===== config.mk =====
export PLATFORM = sky130hd
export DESIGN_NAME = proc_ctrl_fsm_flat
export DESIGN_NICKNAME = d
export VERILOG_FILES = /design/src/rtl/proc_pkg.sv /design/src/rtl/proc_ctrl_fsm_if.sv /design/src/rtl/proc_ctrl_fsm_dec3to8.sv /design/src/rtl/proc_ctrl_fsm.sv /design/src/flat_wrapper.sv
export SDC_FILE = /design/constraint.sdc
export NUM_CORES = 1
export LEC_CHECK = 0
export CAP_MARGIN = 20
export CORE_UTILIZATION = 37
export CTS_CLUSTER_DIAMETER = 50
export DETAILED_ROUTE_END_ITERATION = 12
export GPL_TIMING_DRIVEN = 0
export HOLD_SLACK_MARGIN = 0.06
export MAX_ROUTING_LAYER = met4
export PLACE_DENSITY = 0.78
export SLEW_MARGIN = 10
export SYNTH_ARGS = -nofsm -noshare
export SYNTH_HDL_FRONTEND = slang
export SYNTH_HIERARCHICAL = 1
export SYNTH_SLANG_ARGS = --single-unit

===== constraint.sdc =====
create_clock -name clock -period 1.7 [get_ports clock]
set_clock_uncertainty 0.05 [all_clocks]
set_input_delay 0.34 -clock clock [delete_from_list [all_inputs] [get_ports clock]]
set_output_delay 0.34 -clock clock [all_outputs]
set_load 0.03 [all_outputs]

===== src/rtl/proc_pkg.sv =====
// proc_pkg: shared opcodes, FSM states, bus-select codes and instruction field positions
package proc_pkg;
    localparam logic [2:0] OP_MV  = 3'b000;
    localparam logic [2:0] OP_MVI = 3'b001;
    localparam logic [2:0] OP_ADD = 3'b010;
    localparam logic [2:0] OP_SUB = 3'b011;
    typedef enum logic [1:0] {T0, T1, T2, T3} state_t;
    localparam logic [3:0] SEL_R0   = 4'd0;
    localparam logic [3:0] SEL_R1   = 4'd1;
    localparam logic [3:0] SEL_R2   = 4'd2;
    localparam logic [3:0] SEL_R3   = 4'd3;
    localparam logic [3:0] SEL_R4   = 4'd4;
    localparam logic [3:0] SEL_R5   = 4'd5;
    localparam logic [3:0] SEL_R6   = 4'd6;
    localparam logic [3:0] SEL_R7   = 4'd7;
    localparam logic [3:0] SEL_G    = 4'd8;
    localparam logic [3:0] SEL_DIN  = 4'd9;
    localparam logic [3:0] SEL_NONE = 4'd15;
    localparam int OP_HI = 15;
    localparam int OP_LO = 13;
    localparam int RX_HI = 12;
    localparam int RX_LO = 10;
    localparam int RY_HI = 9;
    localparam int RY_LO = 7;
endpackage


===== src/rtl/proc_ctrl_fsm_if.sv =====
// proc_ctrl_fsm_if: instruction source and datapath control signals of the sequencer
interface proc_ctrl_fsm_if #(parameter int DATA_W = 16, parameter int NREG = 8);
    logic              run;
    logic [DATA_W-1:0] din;
    logic [NREG-1:0]   r_in;
    logic              a_in;
    logic              g_in;
    logic              addsub;
    logic [3:0]        bus_sel;
    logic              done;
    logic              busy;
    logic              illegal;
    modport master (output run, din, input r_in, a_in, g_in, addsub, bus_sel, done, busy, illegal);
    modport slave (input run, din, output r_in, a_in, g_in, addsub, bus_sel, done, busy, illegal);
endinterface


===== src/rtl/proc_ctrl_fsm_dec3to8.sv =====
// dec3to8: 3-bit index to one-hot 8 with enable
module dec3to8 (
    input  logic       en,
    input  logic [2:0] sel,
    output logic [7:0] y
);
    assign y = en ? 8'(1) << sel : 8'h00;
endmodule


===== src/rtl/proc_ctrl_fsm.sv =====
// proc_ctrl_fsm: T0..T3 instruction sequencer driving register enables, bus select and ALU loads
module proc_ctrl_fsm import proc_pkg::*; #(
    parameter int DATA_W = 16,
    parameter int NREG   = 8
) (
    input logic          clock,
    input logic          reset,
    proc_ctrl_fsm_if.slave ctrl
);
    if (DATA_W != 16 || NREG != 8) begin : g_bad_params
        $error("proc_ctrl_fsm supports only DATA_W=16 and NREG=8");
    end
    state_t            state, state_n;
    logic [DATA_W-1:0] ir;
    logic [2:0]        op, rx, ry;
    logic              wr;
    logic              unused_ir;
    assign op = ir[OP_HI:OP_LO];
    assign rx = ir[RX_HI:RX_LO];
    assign ry = ir[RY_HI:RY_LO];
    assign unused_ir = ^ir[RY_LO-1:0];
    assign ctrl.busy = state != T0;
    always_ff @(posedge clock) begin
        if (reset) begin
            state <= T0;
            ir    <= '0;
        end else begin
            state <= state_n;
            if (state == T0 && ctrl.run) ir <= ctrl.din;
        end
    end
    always_comb begin
        state_n      = state;
        wr           = 1'b0;
        ctrl.a_in    = 1'b0;
        ctrl.g_in    = 1'b0;
        ctrl.addsub  = 1'b0;
        ctrl.done    = 1'b0;
        ctrl.illegal = 1'b0;
        ctrl.bus_sel = SEL_NONE;
        case (state)
            T0: state_n = ctrl.run ? T1 : T0;
            T1: begin
                state_n = (op == OP_ADD || op == OP_SUB) ? T2 : T0;
                case (op)
                    OP_MV: begin
                        ctrl.bus_sel = {1'b0, ry};
                        wr           = 1'b1;
                        ctrl.done    = 1'b1;
                    end
                    OP_MVI: begin
                        ctrl.bus_sel = SEL_DIN;
                        wr           = 1'b1;
                        ctrl.done    = 1'b1;
                    end
                    OP_ADD, OP_SUB: begin
                        ctrl.bus_sel = {1'b0, rx};
                        ctrl.a_in    = 1'b1;
                    end
                    default: begin
                        ctrl.done    = 1'b1;
                        ctrl.illegal = 1'b1;
                    end
                endcase
            end
            T2: begin
                state_n      = T3;
                ctrl.bus_sel = {1'b0, ry};
                ctrl.g_in    = 1'b1;
                ctrl.addsub  = op == OP_SUB;
            end
            default: begin
                state_n      = T0;
                ctrl.bus_sel = SEL_G;
                wr           = 1'b1;
                ctrl.done    = 1'b1;
            end
        endcase
    end
    dec3to8 u_dec (.en(wr), .sel(rx), .y(ctrl.r_in));
endmodule


===== src/flat_wrapper.sv =====
// flat-port wrapper written by rule: the top's interface ports become plain ports
module proc_ctrl_fsm_flat import proc_pkg::*;
#(
    parameter int DATA_W = 16,
    parameter int NREG   = 8
)
  (clock, reset, ctrl_run, ctrl_din, ctrl_r_in, ctrl_a_in, ctrl_g_in, ctrl_addsub, ctrl_bus_sel, ctrl_done, ctrl_busy, ctrl_illegal);
  proc_ctrl_fsm_if #(.DATA_W(DATA_W), .NREG(NREG)) ctrl_i ();
  input logic clock;
  input logic reset;
  input wire logic [$bits(ctrl_i.run)-1:0] ctrl_run;
  input wire logic [$bits(ctrl_i.din)-1:0] ctrl_din;
  output wire logic [$bits(ctrl_i.r_in)-1:0] ctrl_r_in;
  output wire logic [$bits(ctrl_i.a_in)-1:0] ctrl_a_in;
  output wire logic [$bits(ctrl_i.g_in)-1:0] ctrl_g_in;
  output wire logic [$bits(ctrl_i.addsub)-1:0] ctrl_addsub;
  output wire logic [$bits(ctrl_i.bus_sel)-1:0] ctrl_bus_sel;
  output wire logic [$bits(ctrl_i.done)-1:0] ctrl_done;
  output wire logic [$bits(ctrl_i.busy)-1:0] ctrl_busy;
  output wire logic [$bits(ctrl_i.illegal)-1:0] ctrl_illegal;
  assign ctrl_i.run = ctrl_run;
  assign ctrl_i.din = ctrl_din;
  assign ctrl_r_in = ctrl_i.r_in;
  assign ctrl_a_in = ctrl_i.a_in;
  assign ctrl_g_in = ctrl_i.g_in;
  assign ctrl_addsub = ctrl_i.addsub;
  assign ctrl_bus_sel = ctrl_i.bus_sel;
  assign ctrl_done = ctrl_i.done;
  assign ctrl_busy = ctrl_i.busy;
  assign ctrl_illegal = ctrl_i.illegal;
  proc_ctrl_fsm #(.DATA_W(DATA_W), .NREG(NREG)) u_core (.clock(clock), .reset(reset), .ctrl(ctrl_i));
endmodule

# ---- Yosys cells after proc, flatten, opt, wreduce, memory -nomap -nowiden
# Cells that the tools add are included.
dict set report totals {
  word_cells 33
  in_bits 19
  ff_bits 18
}
dict set report op_classes {
  muxes 16
  shifts 1
  eq_ne 5
  n_reduce_logical 9
}
# cell count
set op_table {}
lappend op_table {{$pmux W4 S3} 2}
lappend op_table {{$mux W1} 9}
lappend op_table {{$mux W8} 1}
lappend op_table {{$shl A1 B3 Y8 const A} 1}
lappend op_table {{$eq A3 B2 Y1 const B} 2}
lappend op_table {{$pmux W2 S3} 1}
lappend op_table {{$reduce_or A2 Y1} 3}
lappend op_table {{$pmux W1 S2} 2}
lappend op_table {{$reduce_or A4 Y1} 1}
lappend op_table {{$eq A3 B1 Y1 const B} 1}
lappend op_table {{$logic_not A3 Y1} 1}
lappend op_table {{$eq A2 B1 Y1 const B} 1}
lappend op_table {{$eq A2 B2 Y1 const B} 1}
lappend op_table {{$logic_not A2 Y1} 1}
lappend op_table {{$mux W2} 1}
lappend op_table {{$reduce_bool A2 Y1} 1}
lappend op_table {{$logic_and A1 B1 Y1} 1}
lappend op_table {{$logic_or A1 B1 Y1} 1}

# ---- Depth between registers and ports, before layout
dict set report depth {
  depth_word 5
  depth_mapped 5
  mapped_depth_nobuf 3
}

# ---- Cells and area by module
# The synthesis kept the hierarchy.
# module seq_area_each_um2 cells_per_inst area_each_um2 n_inst
set modules_own_cells {}
lappend modules_own_cells {proc_ctrl_fsm 220.2 61 553.0 1}
lappend modules_own_cells {dec3to8 0.0 8 95.1 1}

# ---- Least setup slack after synthesis
# No wires, ideal clock.
dict set report synth_path {
  path_kind {register to output}
  start {register u_core.ir[15]}
  end {output port ctrl_r_in[0]}
  stages_incl_launch_ff 5
  setup_slack_ns -0.116
  path_buffers 1
  arrival_ns 1.426
  path_cell_list {dfxtp_1 buf_6 o21bai_1 and2_1 nor4b_2}
}
dict set report synth_between {
  elab_chain_len 5
  word_cells_on_any_way 6
}
# element line_no
set synth_lines {}
lappend synth_lines {{start, declared} proc_ctrl_fsm.sv:14} ;# logic [DATA_W-1:0] ir;
lappend synth_lines {{start signal, assigned} proc_ctrl_fsm.sv:29} ;# if (state == T0 && ctrl.run) ir <= ctrl.din;
lappend synth_lines {{$eq A3 B1 Y1 or $logic_not A3 Y1 (tied branches)} proc_ctrl_fsm.sv:45} ;# case (op)
lappend synth_lines {{$reduce_or A2 Y1 (no line) (*)} -}
lappend synth_lines {{$mux W1 (*)} proc_ctrl_fsm.sv:45}
lappend synth_lines {{$pmux W1 S2 (*)} proc_ctrl_fsm.sv:41} ;# case (state)
lappend synth_lines {{net u_core.wr} proc_ctrl_fsm.sv:16} ;# logic wr;
lappend synth_lines {{$mux W8 (*)} proc_ctrl_fsm_dec3to8.sv:7} ;# assign y = en ? 8'(1) << sel : 8'h00;
lappend synth_lines {{end, declared} flat_wrapper.sv:13} ;# output wire logic [$bits(ctrl_i.r_in)-1:0] ctrl_r_in;
# The timed path passes the listed nets; every way through them passes the cells marked *.

# ---- Final worst setup path
dict set report layout_path {
  start {register u_core.state[1]}
  end {output port ctrl_bus_sel[1]}
}
dict set report layout_between {
  elab_chain_len 2
  word_cells_on_any_way 4
}
# element line_no
set layout_lines {}
lappend layout_lines {{start, declared} proc_ctrl_fsm.sv:13} ;# state_t state, state_n;
lappend layout_lines {{start signal, assigned} proc_ctrl_fsm.sv:28} ;# state <= state_n;
lappend layout_lines {{$eq A2 B2 Y1 (tied with other cells)} proc_ctrl_fsm.sv:41}
lappend layout_lines {{$pmux W4 S3 (*)} proc_ctrl_fsm.sv:41}
lappend layout_lines {{end, declared} flat_wrapper.sv:17} ;# output wire logic [$bits(ctrl_i.bus_sel)-1:0] ctrl_bus_sel;
# Every way passes the cells marked *; elsewhere a longest branch is shown, timed or not.

==> run metrics <==
IO Pins 37; final instance area roughly 1100 um2; end point of the critical path ctrl_bus_sel[1]; diode count 0; Max Freq 0.548 GHz; met2 Use GR around 32%; DP Worst Slack -598 ps; Warnings, synthesis 6; FF+latch count, synth 11; I/O Buffers 29; Hold Crit Class flop to flop; final worst-path cycle share 107%; antenna violations before repair 0; H-Tree Depth 1; vias roughly 650; # DRC 1; GR Layer Usage met1 26.0%; RSZ-0062 raised after global routing yes; pwr/cell area roughly 650 nW/um2; fin cells 123; Final Worst Setup Slack -123 ps; Final ANT Viol Nets 0; vias in the first global route between 600 and 700; library cells used by synthesis 27; clock sinks 11; row count 14; Post-synth EDFFs 0; GR Layer Usage met3 around 4.2%; Avg WL per Cell approximately 14 um; Netlist Area Pre-Place about 650 um2; FF-to-FF End u_core/ir[7]; CP startpoint u_core/state[1]; setup violators final 11; GRT Max-Usage Layer met2; failing checks design-rule violations, negative setup slack; syn_area_per_cell around 9.4 um2; Clock Pin Slew Worst Setup and Hold Paths about 70 ps; root buf cell clkbuf_4; total track usage 21.0%; # fillers 130; Post-DP Area around 970 um2; first-pass GRT wire length approximately 2800 um; Post-synth top flop dfxtp_1; Critical Path AT approximately 1400 ps; Worst Hold Path Cells 2; reg2reg path depth 6; layout cells sized above 1 approximately 44%; core area 1580 um2; Iteration-0 DRC Markers 11; Die Width ~44 um; Slew @ Worst Pin between 400 and 500 ps; clk_lat worst skew ~270 ps; status finished, violations left; CTS tree built; Crit. End Element output port; Max IR drop VDD ~0.00036 V; Hold Fails Final Rpt 0; leakage about 0.00048 uW; CTS Buffer Depth 2; total wire length roughly 1700 um; min Tclk post-route between 1500 and 2000 ps; area grow syn2layout 64.1%; Nets 127; reg2reg start u_core/state[1]; fraction of registers with async set/reset 0%; top-count cell post-synth nor2_1; Req. time, crit path ~1300 ps; placed cell count 114; maximum capacitance violations 0; Synth top cells by count nor2_1 (13), dfxtp_1 (11), mux2i_1 (9); DIE AREA around 1900 um2; Synth Net Count 88; Max Slew Vio Count 0; GP Congestion a little over 0.8; Die Ht about 44 um; setup TNS -760 ps; Yosys top cell area share about a third; post-synthesis sequential area ratio roughly a third; drt pass-1 iters 10; ranking of synthesized cells by area dfxtp_1 (34%), mux2i_1 (14%), nor2_1 (7.5%); Cells after Synth 69; total CTS buffers 3; area leader, netlist dfxtp_1; final core utilization between 60% and 70%; vias per inst between 5 and 6; Max FO, Critical Path 5; grt total ovfl 0; starting density of the core 41.1%; Worst setup SP type flop; Final HPWL DP around 1100 um; Slew headroom a little under three quarters; critical path class flop to output port; FF-to-FF setup slack between 200 and 300 ps; largest net degree at the start of global routing 11
-- report_power, final --
| part | switching, uW | total, uW | internal, uW |
|---|---|---|---|
| Sequential | 31.1 | 304 | 273 |
| Clock | 90.8 | 182 | 90.9 |
| Combinational | 99.3 | 208 | 109 |
-- worst min path at each step --
stage | from | to | slack (ps)
after floorplan | u_core/ir[8] | u_core/ir[8] | 410
after global placement | u_core/ir[7] | u_core/ir[7] | 430
after detailed placement | u_core/ir[7] | u_core/ir[7] | 450
after CTS | u_core/ir[7] | u_core/ir[7] | 470
after global routing | u_core/ir[9] | u_core/ir[9] | 490
final | u_core/ir[9] | u_core/ir[9] | 470
-- through the flow --
stage	total power [uW]	hold slack, ps
2_1_floorplan	422	410
3_3_place_gp	494	432
3_5_place_dp	499	451
4_1_cts	699	471
5_1_grt	731	494
6_report	694	473
-- layout make-up --
cell class	count	area [um2]	area share, %
Multi-Input combinational cell	52	429	40.4
Sequential cell	11	233	21.9
Timing Repair Buffer	35	322	30.2
Buffer	3	26.3	2.47
Inverter	2	7.51	0.706
Clock buffer	4	26.3	2.47
Tap cell	16	20.0	1.88
-- placed cells by master, fill, tap and decap left out, types with 2 or more instances in the layout --
cell	n
dfxtp_1	7
nand2b_1	2
buf_2	3
buf_4	8
dfxtp_4	3
a31oi_1	2
clkdlybuf4s50_1	11
clkbuf_1	2
mux2i_1	9
o211ai_1	2
and4bb_1	2
nor2_1	12
and4b_2	2
buf_6	13
inv_1	2
nand2_1	4
clkbuf_4	4
-- registers in the layout (all words and copies together), names as in the netlist --
name          count
u_core/state      2
u_core/ir         9
-- cells by family after synthesis --
kind of cell / share of synthesized area, %
muxes: 13.9
buffers and inverters: 6.95
and+or+nand+nor: 31.9
AOI/OAI and AO/OA: 13.3
DFF: 34.0
-- worst max-delay path, cell delays in order (launching register included) --
cell and delay (ps):
dfxtp_4 370, o41ai_4 380, nand2_1 110, o211ai_1 110, buf_4 190
-- layer usage --
layer | vias to the layer above | part of all wire (%)
met2 | 23 | 48
li1 | 324 | -
met1 | 298 | 44
met5 | - | 0
met3 | 2 | 6.2
met4 | 0 | 0.81
-- what timing repair did --
action | CTS | global route
endpoints found under the setup margin | 18 | 17
pin swaps | 7 | 7
hold buffers | 0 | 0
resized for setup | 118 | 14
setup buffers | 4 | 2
Power figures use the tool's default switching activity.
